**src/rtl/rl_lj_pair_scheduler.sv**
```systemverilog
// rl_lj_pair_scheduler: walks (i,j) particle pairs in row-major order
// for the LJ force pipeline, with back-pressure stalls and a drain phase.
module rl_lj_pair_scheduler #(
    parameter int ADDR_WIDTH   = 7,
    parameter int ID_WIDTH     = 20,
    parameter int NUM_FILTER   = 4,
    parameter int DRAIN_CYCLES = 31
) (
    input  logic                    clk,
    input  logic                    rst,
    input  logic                    start,
    input  logic                    abort,
    input  logic [ADDR_WIDTH:0]     cfg_ref_num,
    input  logic [ADDR_WIDTH:0]     cfg_nbr_num,
    input  logic [1:0]              cfg_mode,
    input  logic [NUM_FILTER-1:0]   back_pressure,
    output logic [ADDR_WIDTH-1:0]   home_rdaddr,
    output logic [ADDR_WIDTH-1:0]   neighbor_rdaddr,
    output logic                    rden,
    output logic                    input_valid,
    output logic [ID_WIDTH-1:0]     ref_particle_id,
    output logic [ID_WIDTH-1:0]     neighbor_particle_id,
    output logic [2*ADDR_WIDTH+1:0] pair_count,
    output logic                    busy,
    output logic                    done
);

    localparam int AW = ADDR_WIDTH + 1;
    localparam int PW = 2 * ADDR_WIDTH + 2;
    localparam int DW = $clog2(DRAIN_CYCLES + 1);
    localparam logic [DW-1:0] DLAST = DW'(DRAIN_CYCLES - 1);

    typedef enum logic [1:0] {
        IDLE,
        ISSUE,
        DRAIN,
        DONE
    } state_t;

    state_t                state_q, state_d;
    logic [AW-1:0]         r_q, r_d;
    logic [AW-1:0]         n_q, n_d;
    logic [AW-1:0]         i_q, i_d;
    logic [AW-1:0]         j_q, j_d;
    logic [1:0]            mode_q, mode_d;
    logic [ADDR_WIDTH-1:0] ha_q, ha_d;
    logic [ADDR_WIDTH-1:0] na_q, na_d;
    logic                  rden_q, rden_d;
    logic                  iv_q;
    logic [ID_WIDTH-1:0]   rid_q, nid_q;
    logic [PW-1:0]         pc_q, pc_d;
    logic [DW-1:0]         dc_q, dc_d;

    logic                  bp_any;
    logic                  f_ok;
    logic [AW-1:0]         f_i, f_j;
    logic                  half, excl;
    logic [AW-1:0]         jn1, jn, in1, rj;
    logic                  same_ok, row_ok;

    assign bp_any = |back_pressure;

    // First legal pair, taken from the live configuration at start.
    always_comb begin
        f_ok = 1'b0;
        f_i  = '0;
        f_j  = '0;
        if (cfg_mode[1]) begin
            f_ok = (cfg_ref_num != '0) && (cfg_nbr_num > AW'(1));
            f_j  = AW'(1);
        end else if (cfg_mode[0]) begin
            if ((cfg_ref_num != '0) && (cfg_nbr_num > AW'(1))) begin
                f_ok = 1'b1;
                f_j  = AW'(1);
            end else if ((cfg_nbr_num == AW'(1)) &&
                         (cfg_ref_num > AW'(1))) begin
                f_ok = 1'b1;
                f_i  = AW'(1);
            end
        end else begin
            f_ok = (cfg_ref_num != '0) && (cfg_nbr_num != '0);
        end
    end

    assign half = mode_q[1];
    assign excl = (mode_q == 2'b01);

    // Successor of (i_q,j_q); only row 0 can lack a legal j in mode 01,
    // and in half-shell an empty row means every later row is empty too.
    assign jn1     = j_q + AW'(1);
    assign jn      = (excl && (jn1 == i_q)) ? j_q + AW'(2) : jn1;
    assign in1     = i_q + AW'(1);
    assign rj      = half ? in1 + AW'(1) : '0;
    assign same_ok = (jn < n_q);
    assign row_ok  = (in1 < r_q) && (rj < n_q);

    always_comb begin
        state_d = state_q;
        r_d     = r_q;
        n_d     = n_q;
        mode_d  = mode_q;
        i_d     = i_q;
        j_d     = j_q;
        ha_d    = ha_q;
        na_d    = na_q;
        rden_d  = 1'b0;
        pc_d    = pc_q;
        dc_d    = dc_q;
        if (abort) begin
            if (state_q != IDLE) begin
                state_d = IDLE;
            end
        end else begin
            unique case (state_q)
                IDLE: begin
                    if (start) begin
                        r_d    = cfg_ref_num;
                        n_d    = cfg_nbr_num;
                        mode_d = cfg_mode;
                        pc_d   = '0;
                        dc_d   = '0;
                        i_d    = f_i;
                        j_d    = f_j;
                        state_d = f_ok ? ISSUE : DONE;
                    end
                end
                ISSUE: begin
                    if (!bp_any) begin
                        rden_d = 1'b1;
                        ha_d   = i_q[ADDR_WIDTH-1:0];
                        na_d   = j_q[ADDR_WIDTH-1:0];
                        pc_d   = pc_q + PW'(1);
                        if (same_ok) begin
                            j_d = jn;
                        end else if (row_ok) begin
                            i_d = in1;
                            j_d = rj;
                        end else begin
                            dc_d    = '0;
                            state_d = DRAIN;
                        end
                    end
                end
                DRAIN: begin
                    if (bp_any) begin
                        dc_d = '0;
                    end else if (dc_q == DLAST) begin
                        state_d = DONE;
                    end else begin
                        dc_d = dc_q + DW'(1);
                    end
                end
                DONE: begin
                    state_d = IDLE;
                end
                default: begin
                    state_d = IDLE;
                end
            endcase
        end
    end

    always_ff @(posedge clk or negedge rst) begin
        if (!rst) begin
            state_q <= IDLE;
            r_q     <= '0;
            n_q     <= '0;
            mode_q  <= '0;
            i_q     <= '0;
            j_q     <= '0;
            ha_q    <= '0;
            na_q    <= '0;
            rden_q  <= 1'b0;
            iv_q    <= 1'b0;
            rid_q   <= '0;
            nid_q   <= '0;
            pc_q    <= '0;
            dc_q    <= '0;
        end else begin
            state_q <= state_d;
            r_q     <= r_d;
            n_q     <= n_d;
            mode_q  <= mode_d;
            i_q     <= i_d;
            j_q     <= j_d;
            ha_q    <= ha_d;
            na_q    <= na_d;
            rden_q  <= rden_d;
            iv_q    <= rden_q;
            rid_q   <= ID_WIDTH'(ha_q);
            nid_q   <= ID_WIDTH'(na_q);
            pc_q    <= pc_d;
            dc_q    <= dc_d;
        end
    end

    assign home_rdaddr          = ha_q;
    assign neighbor_rdaddr      = na_q;
    assign rden                 = rden_q;
    assign input_valid          = iv_q;
    assign ref_particle_id      = rid_q;
    assign neighbor_particle_id = nid_q;
    assign pair_count           = pc_q;
    assign busy                 = (state_q != IDLE);
    assign done                 = (state_q == DONE);

endmodule

```
**config.mk**
```make
export PLATFORM = sky130hd
export DESIGN_NAME = rl_lj_pair_scheduler
export DESIGN_NICKNAME = d
export VERILOG_FILES = /design/src/rtl/rl_lj_pair_scheduler.sv
export SDC_FILE = /design/constraint.sdc
export NUM_CORES = 1
export LEC_CHECK = 0
export CORE_UTILIZATION = 49
export CTS_BUF_LIST = sky130_fd_sc_hd__clkbuf_8
export DETAILED_ROUTE_END_ITERATION = 10
export PLACE_DENSITY = 0.79
export SLEW_MARGIN = 10
export SYNTH_ARGS = -nofsm -noshare
export SYNTH_HDL_FRONTEND = slang
export SYNTH_SLANG_ARGS = --single-unit
```
**constraint.sdc**
```tcl
create_clock -name clk -period 4.7 [get_ports clk]
set_input_delay 0.94 -clock clk [delete_from_list [all_inputs] [get_ports clk]]
set_output_delay 0.94 -clock clk [all_outputs]
set_load 0.05 [all_outputs]
```
# Word-level counts from Yosys, hierarchy flattened
# Cells that the tools add are included.
# classes
add_sub_neg	6
n_reduce_logical	19
bitwise	2
eq_ne	21
mux	46
n_lt_le_gt_ge	5
# ops
op	n
$mux 8	11
$mux 16	2
$pmux 16 s2	1
$pmux 8 s2	2
$mux 5	6
$add 8x1->8 const B	3
$lt 8x8->1	3
$ne 3x3->1 const B	8
$mux 2	9
$add 16x1->16 const B	1
$gt 8x1->1 const B	2
$reduce_bool 8->1	2
$pmux 5 s3	1
$reduce_and 7->1	2
$mux 1	13
$ne 2x2->1 const B	5
$add 8x2->8 const B	1
$eq 8x1->1 const B	1
$eq 8x8->1	1
$pmux 2 s4	1
$reduce_and 3->1	2
$reduce_and 6->1	1
$add 5x1->5 const B	1
$eq 5x5->1 const B	1
11 further kinds	19
# totals
out_inout_bits	74
input_bits	26
wordCells	113
reg_bits	87

# Depth between registers and ports, before layout
# Gate-level depths: netlist (run 1).
# logic_depth
ltp_word	10
depth_mapped	18
mapped_depth_nobuf	17

# Least setup slack after synthesis (run 1)
# No wires, ideal clock.
# synth_path
path_kind	flip-flop to flip-flop
from	register j_q[0]
to	register j_q[0]
required_ns	4.575
slack_ns	0.160
setup_time_ns	0.125
period_less_slack_ns	4.540
path_buffers	0
arrival_time_ns	4.416
path_stages_with_launch	17
path_cell_list	dfrtp_1 -> ha_1 -> inv_1 -> or3_1 -> a22o_2 -> nor3_1 -> o2111ai_1 -> xnor2_1 -> ha_1 -> a21o_1 -> a21o_2 -> a211oi_1 -> o311a_4 -> a211oi_2 -> nor2_1 -> nor2_4 -> mux2_2
# synth_between
elab_chain_len	8
# synth_rtl
element	line_no	source
start, declared	44	logic [AW-1:0] j_q, j_d;
start signal, assigned	185	j_q <= j_d;
$add 8x1->8	90	assign jn1 = j_q + AW'(1);
$eq 8x8->1	91	assign jn = (excl && (jn1 == i_q)) ? j_q + AW'(2) : jn1;
$logic_and 1x1->1	91	
$mux 8 *	91	
$lt 8x8->1	94	assign same_ok = (jn < n_q);
$mux 8	133	if (same_ok) begin
$mux 8	128	if (!bp_any) begin
$pmux 8 s2	114	unique case (state_q)
# Mark *: on every way between the ends. The rest lies on a longest branch, timed or not. The select of a mux whose other input is x is not followed.
# A chain may end at the register's enable or synchronous reset.

# Worst setup path in the final report (run 1)
# layout_path
from	register j_q[1]
to	register i_q[6]
# layout_between
elab_chain_len	7
# layout_rtl
element	line_no	source
$add 8x1->8	90	
$eq 8x8->1	91	
$logic_and 1x1->1	91	
$mux 8 *	91	
$lt 8x8->1 *	94	
$ne 2x2->1 (no source line) *	-	
$reduce_and 6->1 (no source line) *	-	
end signal, assigned	184	i_q <= i_d;
end, declared	43	logic [AW-1:0] i_q, i_d;
# Mark *: on every way between the ends. The rest lies on a longest branch, timed or not.

==> metrics, run 1 <==
status completed; vias 4299; All-Layer GR Usage 22.7%; Clock Power Share 18.7%; startpoint types flop; layout cell share with drive strength beyond 1 14.3%; n_diodes 0; Async SR Flop Fraction 100%; Area after DPL around 6000 sq um; worst rel slew slack roughly 28%; fmax 225 MHz; chip width roughly 110 um; EDFF count, synth 0; DP Worst Slack -0.0460 ns; routability cong. between 0.8 and 0.9; power share of the combinational group a little under half; pin count of the biggest net entering global routing 88; switching part of the total between 40% and 50%; clock latency on the worst-skew pair ~0.36 ns; Mapped Avg Cell Area 9.53 sq um; H-tree Lvls 3; final hold viol count 0; crit path cell chain ha_1, inv_1, or3_1, a22o_2, or4b_4, a21oi_2, xnor2_1, inv_1, ha_1, nand4_1, a311oi_2, o31ai_4, a2111o_2, o211a_1, a211o_1; sequential cell area ~2200 sq um; DRT antenna net count 0; GRT Residual Overflow 0; Slew @ Worst Pin 1.08 ns; CTS buffer count 9; CTS clk-pin slew, worst paths 0.09 ns; VDD IR-drop max 0.294 mV; Final Util 61.4%; cell count after synthesis 563; first-pass GRT wire length 20.3 mm; most frequent cells in the layout 86 x dfrtp_1, 72 x clkdlybuf4s50_1, 71 x nand2_1, 37 x inv_1, 37 x nor2_1; PD cells 454 nW/um^2; setup slack after layout around 0.25 ns; Synth Flop Type dfrtp_1; sequential area share after synthesis 40.6%; fin area 6420 sq um; Sequential Power Share around a third; CTS Buffer Depth 2; switching pwr 1.23 mW; RSZ-0062 raised after global routing false; Clock Sinks between 80 and 90; initial antenna violation count 0; Layout Cells excl Fill 788; core area 10500 sq um; final worst path period share 94.6%; WL final 12.2 mm; crit path kind flop to flop; die area approximately 11000 sq um; max-slew violation count 0; slowest stage delay, CP 0.56 ns; Reg2Reg Capture Point i_q[6]$_DFFE_PN0P_; delay-heaviest family, CP compound AO/OA/AOI/OAI gates; crit path DAT ~4.7 ns; WL per Instance approximately 16 um; WP buf/inv 2; FP Rows 37; synth warn 0; Reg-to-Reg Start j_q[1]$_DFFE_PN0P_; most common cell after layout, fill and taps aside dfrtp_1; Starting Density 51.3%; Setup crit end kind flop; DR DRC count 0; R2R cell count 15; synthesized area between 5000 and 6000 sq um; filler cell count 925; multi-input logic area 2830 sq um; Die H 107 um; crit path max-delay cell type a2111o_2; Power Internal 1.69 mW; Worst setup endpoint i_q[6]$_DFFE_PN0P_; post-DP HPWL 9.28 mm; TritonCTS clock tree done; hold slack 0.393 ns; setup slack, reg-to-reg 0.25 ns; max cap viols 0; vias in the first global route ~4000; final setup vio count 0; Area growth, synth to finish 19.7%; min cycle time layout 4.45 ns; register bit total from synthesis 87; First-pass DRT Iterations 4; WP data required 4.95 ns; nets about 700; Yosys cell types between 70 and 80; P_leak 2.94 nW; Root Buffer clkbuf_8; Final Skew 0.00711 ns; DR vias/cell 5.46; placed instance count between 700 and 800; I/O Pins 100; crit path from j_q[1]$_DFFE_PN0P_; CP Max Fanout 12; drt initial violations 207; buffers added on ports between 70 and 80; Hold Crit Class flop to flop; Levels on crit path 15
## how the worst min path moves through the flow
stage	depth (start not counted)	from	endpoint
floorplan	1	dc_q[4]$_DFFE_PN0P_	dc_q[4]$_DFFE_PN0P_
global placement	0	rden$_DFF_PN0_	input_valid$_DFF_PN0_
detailed placement	0	rden$_DFF_PN0_	input_valid$_DFF_PN0_
CTS	0	rden$_DFF_PN0_	input_valid$_DFF_PN0_
global route	0	rden$_DFF_PN0_	input_valid$_DFF_PN0_
finish	0	rden$_DFF_PN0_	input_valid$_DFF_PN0_
## power groups by stage
| stage | clock network (mW) | logic [mW] | registers, mW |
|---|---|---|---|
| finish | 0.547 | 1.36 | 1.01 |
| global route | 0.590 | 1.49 | 1.03 |
| CTS | 0.563 | 1.33 | 1.01 |
| detailed placement | 0 | 1.32 | 1.02 |
| global placement | 0 | 1.29 | 1.01 |
| floorplan | 0 | 0.920 | 1.08 |
## Yosys cell counts, types with 2 or more instances
library cell / n / area, sq um
o211ai_1: 6 / 45.0
a21oi_2: 2 / 17.5
and3_1: 7 / 43.8
nand4b_1: 2 / 17.5
o21ai_0: 28 / 140
buf_2: 4 / 20.0
nand4_1: 7 / 43.8
a31oi_1: 2 / 12.5
o2111ai_1: 2 / 17.5
dfrtp_1: 87 / 2180
a211oi_1: 4 / 30.0
a22oi_1: 3 / 22.5
buf_6: 5 / 56.3
nor3_1: 12 / 60.1
o211a_1: 3 / 30.0
nand3_1: 13 / 65.1
nor4_1: 5 / 31.3
xor2_1: 14 / 123
nor3b_1: 2 / 15.0
nand2b_1: 6 / 37.5
inv_1: 37 / 139
buf_4: 29 / 218
a21o_1: 2 / 15.0
clkbuf_1: 8 / 30.0
a211o_1: 2 / 17.5
mux2i_1: 2 / 20.0
nor2_1: 38 / 143
or4_1: 4 / 30.0
a21oi_1: 16 / 80.1
a2111oi_0: 2 / 17.5
o31ai_1: 6 / 45.0
o22ai_1: 2 / 12.5
o21a_1: 4 / 30.0
mux2_2: 22 / 248
nand2_1: 71 / 267
ha_1: 32 / 400
xnor2_1: 18 / 158
o2bb2ai_1: 2 / 17.5
a311oi_1: 2 / 17.5
or3_1: 11 / 68.8
## flip-flops by register name (all words and copies together), names as in the netlist
name	cells
neighbor_rdaddr	7
pair_count	16
home_rdaddr	7
ref_particle_id	7
dc_q	5
state_q	2
i_q	8
n_q	8
r_q	8
neighbor_particle_id	7
rden	1
mode_q	2
input_valid	1
j_q	8
## metrics by stage
stage | total power, mW | TNS [ns]
finish | 2.92 | 0
global route | 3.11 | 0
CTS | 2.90 | 0
detailed placement | 2.34 | -0.120
global placement | 2.30 | 0
floorplan | 2.00 | 0
## routing by layer
| metal | vias up | share of wire (%) | global-route usage [%] |
|---|---|---|---|
| li1 | 2101 | - | - |
| met1 | 2050 | 47 | 30.7 |
| met2 | 134 | 47 | 36.8 |
| met3 | 14 | 4.5 | 3.53 |
| met4 | 0 | 1.6 | 8.02 |
| met5 | - | 0 | 0 |
## kinds of logic after synthesis
kind of cell	Yosys count	synth area share, %
AOI/OAI and AO/OA	107	14.6
adders and majority gates	32	7.46
muxes	24	4.99
and+or+nand+nor	194	18.0
buffers and inverters	86	9.16
DFF	87	40.6
other	1	0.0699
xor gates and xnor gates	32	5.22
## area by class of cell
cell class	count	area share (%)
Clock buffer	9	1.93
Tap cell	136	2.65
Inverter	37	2.16
Multi-Input combinational cell	415	44.0
Timing Repair Buffer	97	14.1
Sequential cell	87	33.9
Clock inverter	7	1.23
## what timing repair did
item | CTS | global route
pin swaps | 0 | 2
buffers inserted | 0 | 1
endpoints found under the setup margin | 5 | 22
hold buffers | 0 | 0
gates resized for setup | 1 | 9
Note: power is estimated with default switching activity, not from simulation.
==> run 2: changes to the inputs <==
- clock period: 4.7 -> 3.8 ns (I/O delays scaled with it)
==> metrics, run 2 (same netlist as run 1, synthesis figures left out) <==
status finished, violations left; failing checks setup timing; final worst path period share 116%; final hold viol count 0; PD cells 583 nW/um^2; Power Internal 2.47 mW; DR DRC count 0; CTS clk-pin slew, worst paths 0.10 ns; crit path max-delay cell type or4b_4; buffers added on ports 73; drt initial violations ~300; max-slew violation count 0; RSZ-0062 raised after global routing true; chip width 107 um; Area after DPL 6620 sq um; pin count of the biggest net entering global routing 47; VDD IR-drop max roughly 0.37 mV; power share of the combinational group 55.3%; fmax 227 MHz; H-tree Lvls 3; max cap viols 0; Clock Sinks 87; routability cong. 0.940; setup slack after layout -0.607 ns; busiest grt layer met2; final setup vio count 23; crit path DAT between 4 and 5 ns; most common cell after layout, fill and taps aside buf_4; CTS buffer count 9; Final Skew 0.0147 ns; vias in the first global route ~4700; WP data required 4.05 ns; filler cell count 819; nets between 700 and 800; vias 4715; WL per Instance 16.7 um; fin area about 7300 sq um; TritonCTS clock tree done; Die H 107 um; setup_tns -11.71 ns; CP Max Fanout 6; global-route met3 utilization approximately 4.2%; Setup crit end kind flop; Slew @ Worst Pin 0.685 ns; Area growth, synth to finish 36.3%; First-pass DRT Iterations 5; DR vias/cell 5.51; multi-input logic area 3170 sq um; Sequential Power Share roughly 29%; min cycle time layout 4.41 ns; P_leak 3.36 nW; Hold Crit Class flop to flop; Starting Density 51.3%; GR Util met1 32.8%; core area about 10000 sq um; All-Layer GR Usage 26.3%; GRT Residual Overflow 0; post-DP HPWL 10.3 mm; FP Rows 37; Root Buffer clkbuf_8; clock latency on the worst-skew pair 0.37 ns; worst rel slew slack 54.2%; setup slack, reg-to-reg -0.61 ns; die area 11400 sq um; DRT antenna net count 0; I/O Pins 100; DP Worst Slack -0.628 ns; switching part of the total around two fifths; slowest stage delay, CP 0.58 ns; n_diodes 0; CTS hold repair buffers 0; most frequent cells in the layout 84 x buf_4, 82 x dfrtp_1, 72 x clkdlybuf4s50_1, 68 x nand2_1, 37 x inv_1; Clock Power Share between 10% and 20%; layout cell share with drive strength beyond 1 27.6%; crit path cell chain ha_4, nand4b_1, a2111oi_4, o21ai_2, or4b_4, a21oi_4, xnor2_2, inv_1, ha_1, nand4_1, a311oi_2, o31ai_4, a2111o_2, and2_4, a211o_1; max reg flops 16; first-pass GRT wire length 23.0 mm; WL final 14.3 mm; crit path kind flop to flop; CTS Buffer Depth 2; startpoint types flop; Tot Pwr 4.26 mW; routing usage on met2 between 40% and 50%; switching pwr 1.79 mW; initial antenna violation count 0; sequential cell area 2180 sq um
==> run 2: changes by cell type in the layout (fill, tap and decap cells not counted), moves of 5 or more <==
cell,before,now
o21ai_2,1,6
buf_6,0,6
o21ai_0,28,18
buf_4,25,84
==> run 2: final timing paths <==
check,startpoint,cells after the start,endpoint
worst max-delay path,j_q[1]$_DFFE_PN0P_,15,i_q[6]$_DFFE_PN0P_
worst min-delay path,rden$_DFF_PN0_,0,input_valid$_DFF_PN0_
worst max register to register,j_q[1]$_DFFE_PN0P_,15,i_q[6]$_DFFE_PN0P_
worst min register to register,rden$_DFF_PN0_,0,input_valid$_DFF_PN0_
max in group asynchronous,rst,2,j_q[2]$_DFFE_PN0P_
min in group asynchronous,rst,1,i_q[1]$_DFFE_PN0P_
==> run 2: routing by layer <==
layer  up-vias  wire length (um)
met1      2291              6100
met2       169              7150
met5         -                 0
met3        31               650
met4         0               429
li1       2224                 -
==> run 2: power groups by stage <==
stage          clock, mW  sequential [mW]  combinational (mW)
2_1_floorplan          0             1.33                1.22
3_3_place_gp           0             1.23                1.90
3_5_place_dp           0             1.25                1.93
4_1_cts            0.678             1.23                2.18
5_1_grt            0.723             1.26                2.51
6_report           0.668             1.24                2.36
==> run 2: metrics by stage <==
stage,utilization (%),instances,hold WS [ns]
after floorplan,-,588,0.445
after global placement,63.3,820,0.361
after detailed placement,63.3,820,0.368
after CTS,68.4,850,0.388
after global routing,69.9,856,0.411
final,69.9,856,0.384
==> run 2: timing repair <==
action / CTS / global route
pin swaps: 16 / 15
gates cloned: 1 / 0
endpoints found under the setup margin: 23 / 23
hold endpoints to repair: 0 / 0
resized for setup: 53 / 21
buffers inserted: 14 / 9
==> run 2: critical path: cells and delay by family (launching register included) <==
family / cells / cell delay, ns
flops: 1 / 0.44
simple gates: 4 / 1.14
fa+ha+maj: 2 / 0.45
buf+inv: 1 / 0.06
compound gates: 7 / 2.06
xor+xnor: 1 / 0.14
==> run 2: layout make-up <==
cell class | instances | area share, %
Clock buffer | 9 | 1.69
Clock inverter | 7 | 0.992
Inverter | 37 | 1.90
Multi-Input combinational cell | 416 | 43.3
Sequential cell | 87 | 29.9
Tap cell | 136 | 2.33
Timing Repair Buffer | 164 | 19.9
==> RTL change 1, RTL diff (flow settings as in run 2) <==
Add an input register stage for `cfg_ref_num`, `cfg_nbr_num` and `cfg_mode`, cleared by the reset; this delays them by one clock. The other inputs are not delayed to match.
--- a/src/rtl/rl_lj_pair_scheduler.sv
+++ b/src/rtl/rl_lj_pair_scheduler.sv
@@ -37,6 +37,22 @@
         DONE
     } state_t;
 
+    logic [ADDR_WIDTH:0] cfg_ref_num_q;
+    logic [ADDR_WIDTH:0] cfg_nbr_num_q;
+    logic [1:0] cfg_mode_q;
+
+    always_ff @(posedge clk or negedge rst) begin
+        if (!rst) begin
+            cfg_ref_num_q <= '0;
+            cfg_nbr_num_q <= '0;
+            cfg_mode_q    <= '0;
+        end else begin
+            cfg_ref_num_q <= cfg_ref_num;
+            cfg_nbr_num_q <= cfg_nbr_num;
+            cfg_mode_q    <= cfg_mode;
+        end
+    end
+
     state_t                state_q, state_d;
     logic [AW-1:0]         r_q, r_d;
     logic [AW-1:0]         n_q, n_d;
@@ -65,20 +81,20 @@
         f_ok = 1'b0;
         f_i  = '0;
         f_j  = '0;
-        if (cfg_mode[1]) begin
-            f_ok = (cfg_ref_num != '0) && (cfg_nbr_num > AW'(1));
+        if (cfg_mode_q[1]) begin
+            f_ok = (cfg_ref_num_q != '0) && (cfg_nbr_num_q > AW'(1));
             f_j  = AW'(1);
-        end else if (cfg_mode[0]) begin
-            if ((cfg_ref_num != '0) && (cfg_nbr_num > AW'(1))) begin
+        end else if (cfg_mode_q[0]) begin
+            if ((cfg_ref_num_q != '0) && (cfg_nbr_num_q > AW'(1))) begin
                 f_ok = 1'b1;
                 f_j  = AW'(1);
-            end else if ((cfg_nbr_num == AW'(1)) &&
-                         (cfg_ref_num > AW'(1))) begin
+            end else if ((cfg_nbr_num_q == AW'(1)) &&
+                         (cfg_ref_num_q > AW'(1))) begin
                 f_ok = 1'b1;
                 f_i  = AW'(1);
             end
         end else begin
-            f_ok = (cfg_ref_num != '0) && (cfg_nbr_num != '0);
+            f_ok = (cfg_ref_num_q != '0) && (cfg_nbr_num_q != '0);
         end
     end
 
@@ -114,9 +130,9 @@
             unique case (state_q)
                 IDLE: begin
                     if (start) begin
-                        r_d    = cfg_ref_num;
-                        n_d    = cfg_nbr_num;
-                        mode_d = cfg_mode;
+                        r_d    = cfg_ref_num_q;
+                        n_d    = cfg_nbr_num_q;
+                        mode_d = cfg_mode_q;
                         pc_d   = '0;
                         dc_d   = '0;
                         i_d    = f_i;
Behaviour: not the same (a bounded check fails within 4 cycles, from zero or initial values and one cycle with rst low).
==> RTL change 1 against run 2 <==
The run still ends with negative setup slack left. Count of clock-buffer cells in the layout did not move. Sequential cell count rose by 18. Clock skew fell by 0.97 ps. First-iteration DRC count fell by 40%. Wire length fell by 11%. Area after synthesis rose by 5.0%. Power fell by 16%. Design area rose by 0.82%. Hold slack got worse by 2.7 ps. Worst setup slack improved by 300 ps. Critical path depth rose by 4. Via count fell by 6.4%. Largest cell class unchanged. Largest power group unchanged. Highest routed layer unchanged.
==> RTL change 1: results (changes against run 2) <==
** Worst setup path
- CP delay by family, top :: simple AND/OR/NAND/NOR gates
- Delay of the slowest cell on the worst path :: 430 ps (-150 ps)

** GRT
- Number of global-route vias before repair :: 4286 (-8.7%)
- The routing usage on met3 is 0.0305 (-0.0115).
- GR Util All Layers :: 0.223 (-0.0399)
- The met1 capacity usage during global routing is 0.291 (-0.0374).
- The met2 track demand over resource is 0.369 (-0.0754).

** Run status
- The final reports fail on negative setup slack.
- The flow ran to the end, but the final reports show violations.

** Final layout
- The final net count was 754 (-2.5%).

** Clock tree
- The number of instances resized during post-cts repair is 10 (-81%).

** STA
- The total of endpoints with negative setup slack in the final report was 23 (unchanged).
- The worst relative slew slack is 0.406 (-0.136).
- The worst-case setup margin in the final layout is -304 ps (+303 ps).

** Drt
- The length of routed met2 wiring is 6.30 mm (-12%).
- The wire length the detailed router placed on met1 is 5.68 mm (-6.8%).
- Met3 layer wire length in the routed design :: 471 um (-28%)

** Logic synthesis
- Number of distinct library cell variants in the gate-level netlist after synthesis :: 61 (-23%)
- After synthesis, the cell types taking the most area are sky130_fd_sc_hd__dfrtp_1 47%, sky130_fd_sc_hd__ha_1 7.1%, sky130_fd_sc_hd__nand2_1 5.1%.
- The compound-cell area share of the yosys netlist is 0.0997 (-0.0460).
- The fraction of the mapped netlist area in adder cells is 0.0711 (-0.00353).

** Place
- Post-detailed-placement cell area :: 0.00682 mm2 (+3.1%)
- The final HPWL from detailed placement is 9.31 mm (-9.9%).

** Power
- The sequential share of power came to 0.388 (+0.098).
- The internal power component was 2200 uW (-11%).
==> RTL change 1: area by class of cell <==
class	count	area [um2]	area share
Sequential cell	105	2630	0.356
Clock buffer	9	124	0.0168
Inverter	33	124	0.0168
Tap cell	140	175	0.0238
Clock inverter	7	56.3	0.00764
Timing Repair Buffer	147	1360	0.184
Multi-Input combinational cell	400	2910	0.395
==> RTL change 1: path summary, 6_finish.rpt <==
check                                    from  cells after the start  slack (ps)                                end
max in group asynchronous                 rst                      2        2710  neighbor_particle_id[2]$_DFF_PN0_
setup reg to reg           j_q[1]$_DFFE_PN0P_                     19        -300                dc_q[0]$_DFFE_PN0P_
min in group clk               rden$_DFF_PN0_                      0         390              input_valid$_DFF_PN0_
hold reg to reg                rden$_DFF_PN0_                      0         390              input_valid$_DFF_PN0_
setup / recovery           j_q[1]$_DFFE_PN0P_                     19        -300                dc_q[0]$_DFFE_PN0P_
hold / removal                            rst                      1         380         cfg_ref_num_q[1]$_DFF_PN0_
==> RTL change 2, RTL diff (config.mk and constraints of run 2) <==
Without the edit above. Change the parameter `ID_WIDTH` from 20 to 40.
--- a/src/rtl/rl_lj_pair_scheduler.sv
+++ b/src/rtl/rl_lj_pair_scheduler.sv
@@ -2,7 +2,7 @@
 // for the LJ force pipeline, with back-pressure stalls and a drain phase.
 module rl_lj_pair_scheduler #(
     parameter int ADDR_WIDTH   = 7,
-    parameter int ID_WIDTH     = 20,
+    parameter int ID_WIDTH     = 40,
     parameter int NUM_FILTER   = 4,
     parameter int DRAIN_CYCLES = 31
 ) (
Ports: changed (resized neighbor_particle_id and ref_particle_id); port bits go from 100 to 140. The function was not compared with the original's and may differ.
==> RTL change 2 against run 2 <==
Sequential power hardly changed. Clock power is 1% lower. Wire length is 0.67% lower. Design area is 3.7% higher. Worst setup slack better by 58 ps. Area after synthesis is 5.6% higher. Highest routed layer unchanged. Power is 2.1% higher. Hold slack better by 0.67 ps. Sequential share of layout area is 1.0 points lower. The flow still finishes with violations (negative setup slack). Critical endpoint is now j_q[2]$_DFFE_PN0P_. Sequential cell count stayed put.
==> RTL change 2: results (changes against run 2) <==
** Worst setup path
- The number of cell instances on the worst register-to-register path came to 19 (+4).
- Arrival time reported for the critical path endpoint :: 4600 ps (-60 ps)
- Worst-path maximum fanout :: 5 (-1)

** STA
- The transition time at the pin with the least slew margin was 1110 ps (+429 ps).
- The final-layout setup total negative slack is -10020 ps (+1690 ps).
- The total of endpoints with negative setup slack in the final report is 23 (unchanged).
- The final setup skew is 15.5 ps (+0.854 ps).
- Worst setup margin :: -549 ps (+57.6 ps)

** Run status
- Result of the run :: complete, but fails checks
- The final reports fail on negative setup slack.

** Logic synthesis
- Post-synthesis average cell area :: 9.40 um2 (-1.4%)
- Commonest cells in the netlist :: 87 x sky130_fd_sc_hd__dfrtp_1, 71 x sky130_fd_sc_hd__nand2_1, 69 x sky130_fd_sc_hd__buf_4, 38 x sky130_fd_sc_hd__nor2_1, 37 x sky130_fd_sc_hd__inv_1
- Biggest area contributors in the synthesized netlist :: sky130_fd_sc_hd__dfrtp_1 38%, sky130_fd_sc_hd__buf_4 9.1%, sky130_fd_sc_hd__ha_1 7.1%
- The post-synthesis sequential area ratio was 0.384 (-0.0215).

** GRT
- The met2 track demand over resource was 0.417 (-0.0273).
- The via count of the first global-routing pass is 4548 (-3.1%).
- Largest net degree at the start of global routing :: 88 (+87%)
- The met1 capacity usage during global routing is 0.318 (-0.0101).
- The global-route wire length before repair was 22.3 mm (-2.9%).
- Met3 track demand over resource in global routing :: 0.0344 (-0.00756)

** Final layout
- The final net count came to 819 (+6.0%).
- The share of layout cells above drive strength 1 came to 0.278 (+0.00168).
- Final instance count without filler cells :: 906 (+5.8%)

** Place
- The placed instance count was 868 (+5.9%).
- The worst slack at placement is -622 ps (+6.06 ps).
- The final HPWL from detailed placement came to 10.4 mm (+0.48%).

** Drt
- The number of vias in the routed layout is 4751 (+0.76%).
- Average wire per standard cell :: 15.7 um (-6.2%)
- Number of DRC markers after the initial detailed-route iteration :: 234 (-21%)

** Power
- The standby leakage power was 0.00352 uW (+4.8%).

** Floorplanning
- Die Area :: 0.0120 mm2 (+5.5%)

** Clock tree
- Longest Clk Path Bufs :: 2 (unchanged)
RTL change 2: changes by cell type after synthesis:
cell / run 2 / this run
sky130_fd_sc_hd__buf_4: 29 / 69
RTL change 2: kinds of logic (layout without fill, tap and decap cells):
| family | Yosys count | in the layout | share of synthesized area |
|---|---|---|---|
| simple gates | 194 | 194 | 0.170 |
| buf+inv | 126 | 223 | 0.140 |
| compound gates | 107 | 108 | 0.138 |
| flops | 87 | 87 | 0.384 |
| fa+ha+maj | 32 | 32 | 0.0707 |
| xor+xnor | 32 | 32 | 0.0495 |
| mux | 24 | 24 | 0.0473 |
| other cells | 1 | 66 | 0.000662 |
RTL change 2: worst max-delay path, cell delays in order, from the launching register on:
cell,delay (ps)
sky130_fd_sc_hd__dfrtp_2,460
sky130_fd_sc_hd__ha_4,180
sky130_fd_sc_hd__buf_6,120
sky130_fd_sc_hd__and4b_1,190
sky130_fd_sc_hd__or3_4,340
sky130_fd_sc_hd__a31oi_4,220
sky130_fd_sc_hd__buf_6,150
sky130_fd_sc_hd__nor3_4,60
sky130_fd_sc_hd__buf_4,130
sky130_fd_sc_hd__o21a_1,210
sky130_fd_sc_hd__xor2_2,170
sky130_fd_sc_hd__ha_1,310
sky130_fd_sc_hd__o211ai_1,130
sky130_fd_sc_hd__a311oi_2,290
sky130_fd_sc_hd__o31ai_4,190
sky130_fd_sc_hd__a211oi_4,340
sky130_fd_sc_hd__buf_4,180
sky130_fd_sc_hd__nor2_4,40
sky130_fd_sc_hd__nor2_4,200
sky130_fd_sc_hd__mux2_4,320
RTL change 2: worst paths after layout:
kind,slack [ps],to,startpoint
setup / recovery,-550,j_q[2]$_DFFE_PN0P_,j_q[1]$_DFFE_PN0P_
hold / removal,380,input_valid$_DFF_PN0_,rden$_DFF_PN0_
setup reg to reg,-550,j_q[2]$_DFFE_PN0P_,j_q[1]$_DFFE_PN0P_
hold reg to reg,380,input_valid$_DFF_PN0_,rden$_DFF_PN0_
max in group asynchronous,2420,j_q[4]$_DFFE_PN0P_,rst
min in group asynchronous,590,i_q[7]$_DFFE_PN0P_,rst
RTL change 2: repair_timing:
item                                    CTS  global route
hold buffers                              0             0
setup buffers                             8            15
endpoints found under the setup margin   23            23
gates cloned                              1             0
pin swaps                                25            26
resized for setup                        49            41
RTL change 2: power by group:
part           switching, uW  internal, uW  total [uW]
registers                134          1110        1240
logic                   1370          1080        2450
clock network            355           306         661
total                   1860          2490        4360
RTL change 2: area by class of cell:
type	instances	area, um2
flip-flops and latches	87	2180
fillers	897	3450
repair buffers	170	1500
multi-input cells	456	3380
well taps	140	175
clock buffers	9	124
inverters	37	139
clock inverters	7	73.8
RTL change 2: layer usage:
layer  vias to the layer above  part of all wire
met2                       172              0.49
met1                      2269              0.44
li1                       2290                 -
met5                         -                 0
met3                        20             0.048
met4                         0             0.019
